## config.mk

```make
export PLATFORM = sky130hd
export DESIGN_NAME = mage_agu
export DESIGN_NICKNAME = d
export VERILOG_FILES = /design/src/rtl/mage_agu.sv
export SDC_FILE = /design/constraint.sdc
export NUM_CORES = 1
export LEC_CHECK = 0
export CAP_MARGIN = 25
export CORE_MARGIN = 2
export CORE_UTILIZATION = 55
export CTS_CLUSTER_SIZE = 14
export DETAILED_ROUTE_END_ITERATION = 8
export PLACE_DENSITY = 0.86
export SLEW_MARGIN = 20
export SYNTH_ARGS = -nofsm -noshare
export SYNTH_HDL_FRONTEND = slang
export SYNTH_SLANG_ARGS = --single-unit
export TNS_END_PERCENT = 100
```

## constraint.sdc

```tcl
create_clock -name clk_i -period 5.1 [get_ports clk_i]
set_input_delay 0.51 -clock clk_i [delete_from_list [all_inputs] [get_ports clk_i]]
set_output_delay 0.51 -clock clk_i [all_outputs]
set_load 0.02 [all_outputs]
```

## src/rtl/mage_agu.sv

```systemverilog
// Affine address generator: addr = base + sum(stride[i] * iv[i]), two pipeline
// stages feeding a small output FIFO with last/done/overflow tracking.
module mage_agu #(
  parameter int N_LP        = 4,
  parameter int NBIT_LP_IV  = 8,
  parameter int NBIT_STRIDE = 8,
  parameter int NBIT_ADDR   = 16,
  parameter int FIFO_DEPTH  = 4
) (
  input  logic                        clk_i,
  input  logic                        rst_n_i,
  input  logic                        agu_en_i,
  input  logic                        hwlp_valid_i,
  input  logic [N_LP*NBIT_LP_IV-1:0]  loop_vars_i,
  input  logic [N_LP-1:0]             end_condition_lp_i,
  input  logic [NBIT_ADDR-1:0]        reg_base_i,
  input  logic [N_LP*NBIT_STRIDE-1:0] reg_stride_i,
  output logic [NBIT_ADDR-1:0]        addr_o,
  output logic                        addr_valid_o,
  output logic                        addr_last_o,
  input  logic                        addr_ready_i,
  output logic                        done_o,
  output logic                        overflow_o
);

  localparam int PTR_W = $clog2(FIFO_DEPTH);
  localparam logic [PTR_W:0]   CNT_FULL = (PTR_W+1)'(FIFO_DEPTH);
  localparam logic [PTR_W:0]   CNT_ONE  = (PTR_W+1)'(1);
  localparam logic [PTR_W-1:0] PTR_ONE  = PTR_W'(1);

  typedef enum logic [1:0] {IDLE, RUN, DRAIN, DONE} state_e;

  state_e state_q, state_d;

  logic                 s1_valid_q, s1_last_q;
  logic [NBIT_ADDR-1:0] p_q [N_LP];
  logic [NBIT_ADDR-1:0] p_d [N_LP];
  logic [NBIT_ADDR-1:0] addr_sum;
  logic                 s1_fire;

  logic [NBIT_ADDR-1:0] mem_addr [FIFO_DEPTH];
  logic                 mem_last [FIFO_DEPTH];
  logic [PTR_W-1:0]     wptr_q, rptr_q;
  logic [PTR_W:0]       count_q;
  logic                 empty, full, push_req, push, pop, drop;
  logic                 last_dropped_q;

  assign s1_fire = agu_en_i && hwlp_valid_i && (state_q != DONE);

  // Truncated product of sign-extended stride and zero-extended iv is exact mod 2^NBIT_ADDR
  always_comb begin
    for (int i = 0; i < N_LP; i++) begin
      p_d[i] = {{(NBIT_ADDR-NBIT_STRIDE){reg_stride_i[i*NBIT_STRIDE+NBIT_STRIDE-1]}},
                reg_stride_i[i*NBIT_STRIDE +: NBIT_STRIDE]}
             * {{(NBIT_ADDR-NBIT_LP_IV){1'b0}}, loop_vars_i[i*NBIT_LP_IV +: NBIT_LP_IV]};
    end
  end

  always_ff @(posedge clk_i or negedge rst_n_i) begin
    if (!rst_n_i) begin
      s1_valid_q <= 1'b0;
      s1_last_q  <= 1'b0;
      for (int i = 0; i < N_LP; i++) p_q[i] <= '0;
    end else if (!agu_en_i) begin
      s1_valid_q <= 1'b0;
    end else begin
      s1_valid_q <= s1_fire;
      if (s1_fire) begin
        s1_last_q <= &end_condition_lp_i;
        for (int i = 0; i < N_LP; i++) p_q[i] <= p_d[i];
      end
    end
  end

  always_comb begin
    addr_sum = reg_base_i;
    for (int i = 0; i < N_LP; i++) addr_sum = addr_sum + p_q[i];
  end

  assign empty    = (count_q == '0);
  assign full     = (count_q == CNT_FULL);
  assign push_req = s1_valid_q;
  assign pop      = !empty && addr_ready_i;
  assign push     = push_req && (!full || pop);
  assign drop     = push_req && full && !pop;

  always_ff @(posedge clk_i) begin
    if (agu_en_i && push) begin
      mem_addr[wptr_q] <= addr_sum;
      mem_last[wptr_q] <= s1_last_q;
    end
  end

  always_ff @(posedge clk_i or negedge rst_n_i) begin
    if (!rst_n_i) begin
      wptr_q         <= '0;
      rptr_q         <= '0;
      count_q        <= '0;
      overflow_o     <= 1'b0;
      last_dropped_q <= 1'b0;
    end else if (!agu_en_i) begin
      wptr_q         <= '0;
      rptr_q         <= '0;
      count_q        <= '0;
      overflow_o     <= 1'b0;
      last_dropped_q <= 1'b0;
    end else begin
      if (push) wptr_q <= wptr_q + PTR_ONE;
      if (pop)  rptr_q <= rptr_q + PTR_ONE;
      if (push && !pop)      count_q <= count_q + CNT_ONE;
      else if (pop && !push) count_q <= count_q - CNT_ONE;
      if (drop) overflow_o <= 1'b1;
      if (drop && s1_last_q) last_dropped_q <= 1'b1;
    end
  end

  assign addr_valid_o = !empty;
  assign addr_o       = empty ? '0 : mem_addr[rptr_q];
  assign addr_last_o  = !empty && mem_last[rptr_q];
  assign done_o       = (state_q == DONE);

  always_ff @(posedge clk_i or negedge rst_n_i) begin
    if (!rst_n_i) state_q <= IDLE;
    else          state_q <= state_d;
  end

  // A dropped final entry can never be popped, so drain completes once everything empties
  always_comb begin
    state_d = state_q;
    if (!agu_en_i) begin
      state_d = IDLE;
    end else begin
      case (state_q)
        IDLE:  state_d = RUN;
        RUN:   if (push_req && s1_last_q) state_d = DRAIN;
        DRAIN: begin
          if (pop && addr_last_o)
            state_d = DONE;
          else if (last_dropped_q && empty && !s1_valid_q)
            state_d = DONE;
        end
        DONE:    state_d = DONE;
        default: state_d = IDLE;
      endcase
    end
  end

endmodule
```

==> Yosys cells after proc, flatten, opt, wreduce, memory -nomap -nowiden <==
Memory sizes are Yosys's and may differ from the RTL's.
Index checks and enable logic that the tools add are counted.
{ "classes": {"mul": 4, "n_reduce_logical": 26, "add_sub_neg": 8, "n_mux": 20, "n_eq_ne": 12} }
{ "op_table": {"columns": ["cell", "count"], "rows": [
  ["adder 16 bit", 4],
  ["multiplier 8 x 9 -> 16 bit", 4],
  ["two-way mux 16 bit", 1],
  ["two-way mux 2 bit", 8],
  ["logical AND 1 bit", 15],
  ["two-way mux 3 bit", 3],
  ["!= test 2 x 1 -> 1 bit (second input constant)", 4],
  ["case mux 2 bit (4 select lines)", 1],
  ["two-way mux 1 bit", 7],
  ["zero test 1 bit", 5],
  ["adder 2 x 1 -> 2 bit (second input constant)", 2],
  ["== test 2 bit (second input constant)", 2],
  ["!= test 4 bit (second input constant)", 1],
  ["AND reduction 2 bit", 2],
  ["AND reduction 4 bit", 1],
  ["adder 3 x 1 -> 3 bit (second input constant)", 1],
  ["== test 3 bit (second input constant)", 1],
  ["zero test 3 bit", 1],
  ["!= test 3 x 1 -> 1 bit (second input constant)", 1],
  ["!= test 3 bit (second input constant)", 1],
  ["subtractor 3 x 1 -> 3 bit (second input constant)", 1],
  ["== test 2 x 1 -> 1 bit (second input constant)", 1],
  ["zero test 2 bit", 1],
  ["!= test 2 bit (second input constant)", 1],
  ["logical OR 1 bit", 1]
]} }
{ "totals": {"out_inout_bits": 20, "ramBits": 68, "word_cells": 84, "ff_bits": 77, "n_memories": 2, "in_bits": 89} }
{ "mem_list": {"columns": ["memory", "words", "width", "rd", "rd_clocked_by_memory_dff", "wr", "line", "text"], "rows": [
  ["mem_addr", 4, 16, 1, 0, 1, "41", "logic [NBIT_ADDR-1:0] mem_addr [FIFO_DEPTH];"],
  ["mem_last", 4, 1, 1, 0, 1, "42", "logic mem_last [FIFO_DEPTH];"]
]} }

==> Longest topological paths before layout <==
{ "logic_depth": {"ltp_word": 10, "mapped_depth": 17, "depth_no_buf": 17} }

==> Least setup slack after synthesis <==
OpenSTA, ideal clock, no wires.
{ "synth_timing": {"path_kind": "input to register", "startpoint": "in loop_vars_i[30]", "endpoint": "reg p_q[12] in the netlist's numbering", "slack_ns": 0.963, "required_ns": 5.031, "path_stages": 13, "t_arrival_ns": 4.068, "setup_time_ns": 0.069, "n_path_buf": 0, "cell_sequence": "and2_1 fa_1 fa_1 fa_1 inv_1 fa_1 inv_1 ha_1 and2_4 a221oi_2 a21oi_2 or4_1 nand3_1"} }
{ "synth_between": {"elab_chain_cells": 1} }
{ "synth_lines": {"columns": ["item", "line", "text"], "rows": [
  ["start: declaration", "14", "input logic [N_LP*NBIT_LP_IV-1:0] loop_vars_i,"],
  ["multiplier 8 x 9 -> 16 bit", "55", "* {{(NBIT_ADDR-NBIT_LP_IV){1'b0}}, loop_vars_i[i*NBIT_LP_IV +: NBIT_LP_IV]};"],
  ["end: declaration", "36", "logic [NBIT_ADDR-1:0] p_q [N_LP];"]
]} }
Every way passes these cells.
A chain may end at the register's enable or synchronous reset.

==> Final worst setup path <==
{ "layout_timing": {"startpoint": "in reg_stride_i[7]", "endpoint": "reg p_q[63] in the netlist's numbering"} }
{ "layout_between": {"elab_chain_cells": 1} }
{ "layout_lines": {"columns": ["item", "line", "text"], "rows": [
  ["start: declaration", "17", "input logic [N_LP*NBIT_STRIDE-1:0] reg_stride_i,"],
  ["multiplier 8 x 9 -> 16 bit", "55", null]
]} }
Every way passes these cells.

==> results.toml <==
[logic_synthesis]
ys.flop_type = "dfrtp_1"
synth_area_per_cell_um2 = 9.85
async_reset_ff_share_pct = 53.1
ys_seq_elements = 145
synth_fp_nets = 2114
ys_types = 62
netlist_area_um2 = 16300
ys_warn_count = 0
synth_edf_count = 68
netlist_instances = 1652
yosysSeqAreaShare_pct = 24.4

[critical_path]
worst-setup-path-type = "primary input to flip-flop"
crit_required_ns = 5.42
endpoint_kind = "flip-flop"
rr_worst_depth = 13
r2r_start = "p_q[17]"
cp.arrival_ns = 4.90
start_kind = "primary input"
r2r_slack_ns = 0.96
r2r-end = "mem_addr[3][11]"
crit_fanout = 6

[detailed_routing]
drt_iter0_markers = 788
routed_wl_um = 34500
remaining_drc_errors = 0
first_pass_iters = 5
vias = 11789
final_antenna_net_count = 0
wl_per_cell_um = 15.9
via_per_inst = 5.45

[sta]
final.period_utilization_pct = 89.9
slew_viol_final = 0
skew_ns = 0.00925
rsz0062_at_grt = "no"
setup_violations = 0
whs_ns = 0.104
fmax_mhz = 218
slew_headroom_pct = 39.8
tns_ns = 0
tightest_slew_ns = 0.903
period_needed_ns = 4.58
hold_viol = 0

[power]
total_leakage_power_nw = 8.78
peakVddDrop_mv = 0.866
power.density_nw_per_um2 = 694

[global_route]
grt_usage_pct = 23.6
gr-total-overflow = 0
antenna_found_initial = 2
grt_start_max_net_pins = 78
grt_pass1_vias = 12387
grt_pass1_wl_um = 58900

[cts]
hold_buffers = 0
cts_tree = "yes"
h-tree-depth = 4
cts-root-buf = "clkbuf_16"
post-cts-setup-buffers = 0
clock_latency_ns = 0.43
numCtsBuffers = 17
cts_resized = 0
clock_sinks = 145
clockBufferDepth = 2
cts.clk_slew.worst_paths_ns = 0.06

[floorplan]
rows = 62
coreArea_um2 = 28900
ios = 109
dieArea_um2 = 31000
die_w_um = 176
start_util_pct = 56.3
die_y_um = 176

[run_status]
status = "finished, final reports clean"

[place]
portBuffers = 108
place_hpwl_um = 27700
place.gp.congestion = 0.966

[hold_path]
hp-class = "primary input to async pin"

[cells_and_area]
fin_nets = 2225
drive_above_1_share_pct = 3.77
area.growth.synth_to_final_pct = 13.0

[job]
cap_violations = 0
-- worst max-delay path: stages --
cell	delay, ns
clkdlybuf4s50_1	0.59
inv_1	0.18
fa_1	0.47
fa_1	0.54
inv_1	0.05
fa_1	0.53
inv_1	0.05
fa_1	0.47
inv_1	0.04
ha_1	0.34
o21a_1	0.20
o21ai_0	0.35
nor4_1	0.14
o21a_1	0.20
o31ai_1	0.24
-- layout by cell type (no fill, tap or decap), types with 11 or more instances in the layout --
master,instances
a21o_1,17
xnor2_1,37
nor2b_1,12
nand3_1,18
nor2_1,44
fa_1,193
nand2_1,152
clkbuf_16,17
a21oi_1,27
edfxtp_1,68
clkdlybuf4s50_1,107
dfrtp_1,77
a211oi_1,13
a31oi_1,12
o21ai_0,74
mux4_2,17
inv_1,336
o21a_1,11
ha_1,180
and2_1,181
nand2b_1,24
xor2_1,18
-- metal layers --
| metal | GRT usage (%) | vias up | part of all wire (%) |
|---|---|---|---|
| li1 | - | 5538 | - |
| met1 | 30.3 | 5834 | 42 |
| met2 | 41.8 | 353 | 51 |
| met3 | 3.27 | 64 | 4.7 |
| met4 | 7.13 | 0 | 2.3 |
| met5 | 0 | - | 0 |
-- layout make-up --
| type | count | area, um^2 |
|---|---|---|
| inverter | 336 | 1260 |
| fill | 2140 | 10500 |
| timing repair buffer | 117 | 1150 |
| tap | 384 | 480 |
| antenna | 2 | 5.00 |
| sequential | 145 | 3970 |
| clock buffer | 21 | 440 |
| clock inverter | 11 | 143 |
| multi-input combinational | 1146 | 11000 |
-- Yosys cell counts, drive strengths merged (13+ instances only) --
cell | instances | share of area, %
fa | 193 | 24
clkbuf | 15 | 0.35
nand3 | 19 | 0.58
nand2b | 24 | 0.92
o21ai | 75 | 2.3
and2 | 182 | 7.0
dfrtp | 77 | 12
xor2 | 18 | 0.97
xnor2 | 37 | 2.0
edfxtp | 68 | 13
nand2 | 152 | 3.5
mux4 | 17 | 2.4
a211oi | 13 | 0.60
inv | 336 | 7.7
nor2 | 44 | 1.0
a21o | 17 | 0.78
a21oi | 28 | 0.88
ha | 180 | 14
-- stage by stage --
| stage | instance area [um^2] | instances | worst slack, ns | total power, mW | util [%] |
|---|---|---|---|---|---|
| 6_report | 18400 | 2162 | 0.517 | 12.8 | 63.6 |
| 5_1_grt | 18400 | 2162 | 0.262 | 13.9 | 63.6 |
| 3_3_place_gp | 17800 | 2128 | 0.244 | 10.8 | 61.6 |
| 2_1_floorplan | 16300 | 1652 | 0.963 | 9.16 | - |
| 3_5_place_dp | 17800 | 2128 | 0.105 | 11.3 | 61.6 |
| 4_1_cts | 18400 | 2160 | 0.527 | 12.7 | 63.6 |
-- where the power goes --
| group | internal [mW] | leakage (nW) | switching [mW] |
|---|---|---|---|
| Clock | 0.767 | 0.281 | 0.468 |
| Sequential | 2.61 | 1.58 | 0.188 |
| Combinational | 3.50 | 6.92 | 5.24 |
| Total | 6.88 | 8.78 | 5.89 |
-- logic make-up (layout without fill, tap and decap cells) --
logic type                 Yosys count  in the layout  synth area share, %
and+or+nand+nor                    498            498                 16.3
muxes                               21             21                 2.60
other                                0              2                    0
adders and majority gates          373            373                 37.6
AOI/OAI and AO/OA                  199            199                 7.81
xor gates and xnor gates            55             55                 2.96
DFF                                145            145                 24.4
buffers and inverters              361            485                 8.41
-- worst max path at each step --
stage                     startpoint      end  slack, ns
global route          loop_vars_i[4]  p_q[63]       0.26
CTS                  loop_vars_i[27]  p_q[14]       0.53
floorplan            loop_vars_i[30]  p_q[12]       0.96
finish               reg_stride_i[7]  p_q[63]       0.52
detailed placement  reg_stride_i[24]  p_q[12]       0.11
global placement     reg_stride_i[7]  p_q[63]       0.24
-- flip-flops by register name, indices dropped and copies added, names as in the netlist --
signal,count
count_q,3
s1_last_q,1
state_q,2
last_dropped_q,1
mem_addr,64
rptr_q,2
wptr_q,2
mem_last,4
push_req,1
p_q,64
overflow_o,1
No activity file was read; power rests on OpenSTA's default activity.
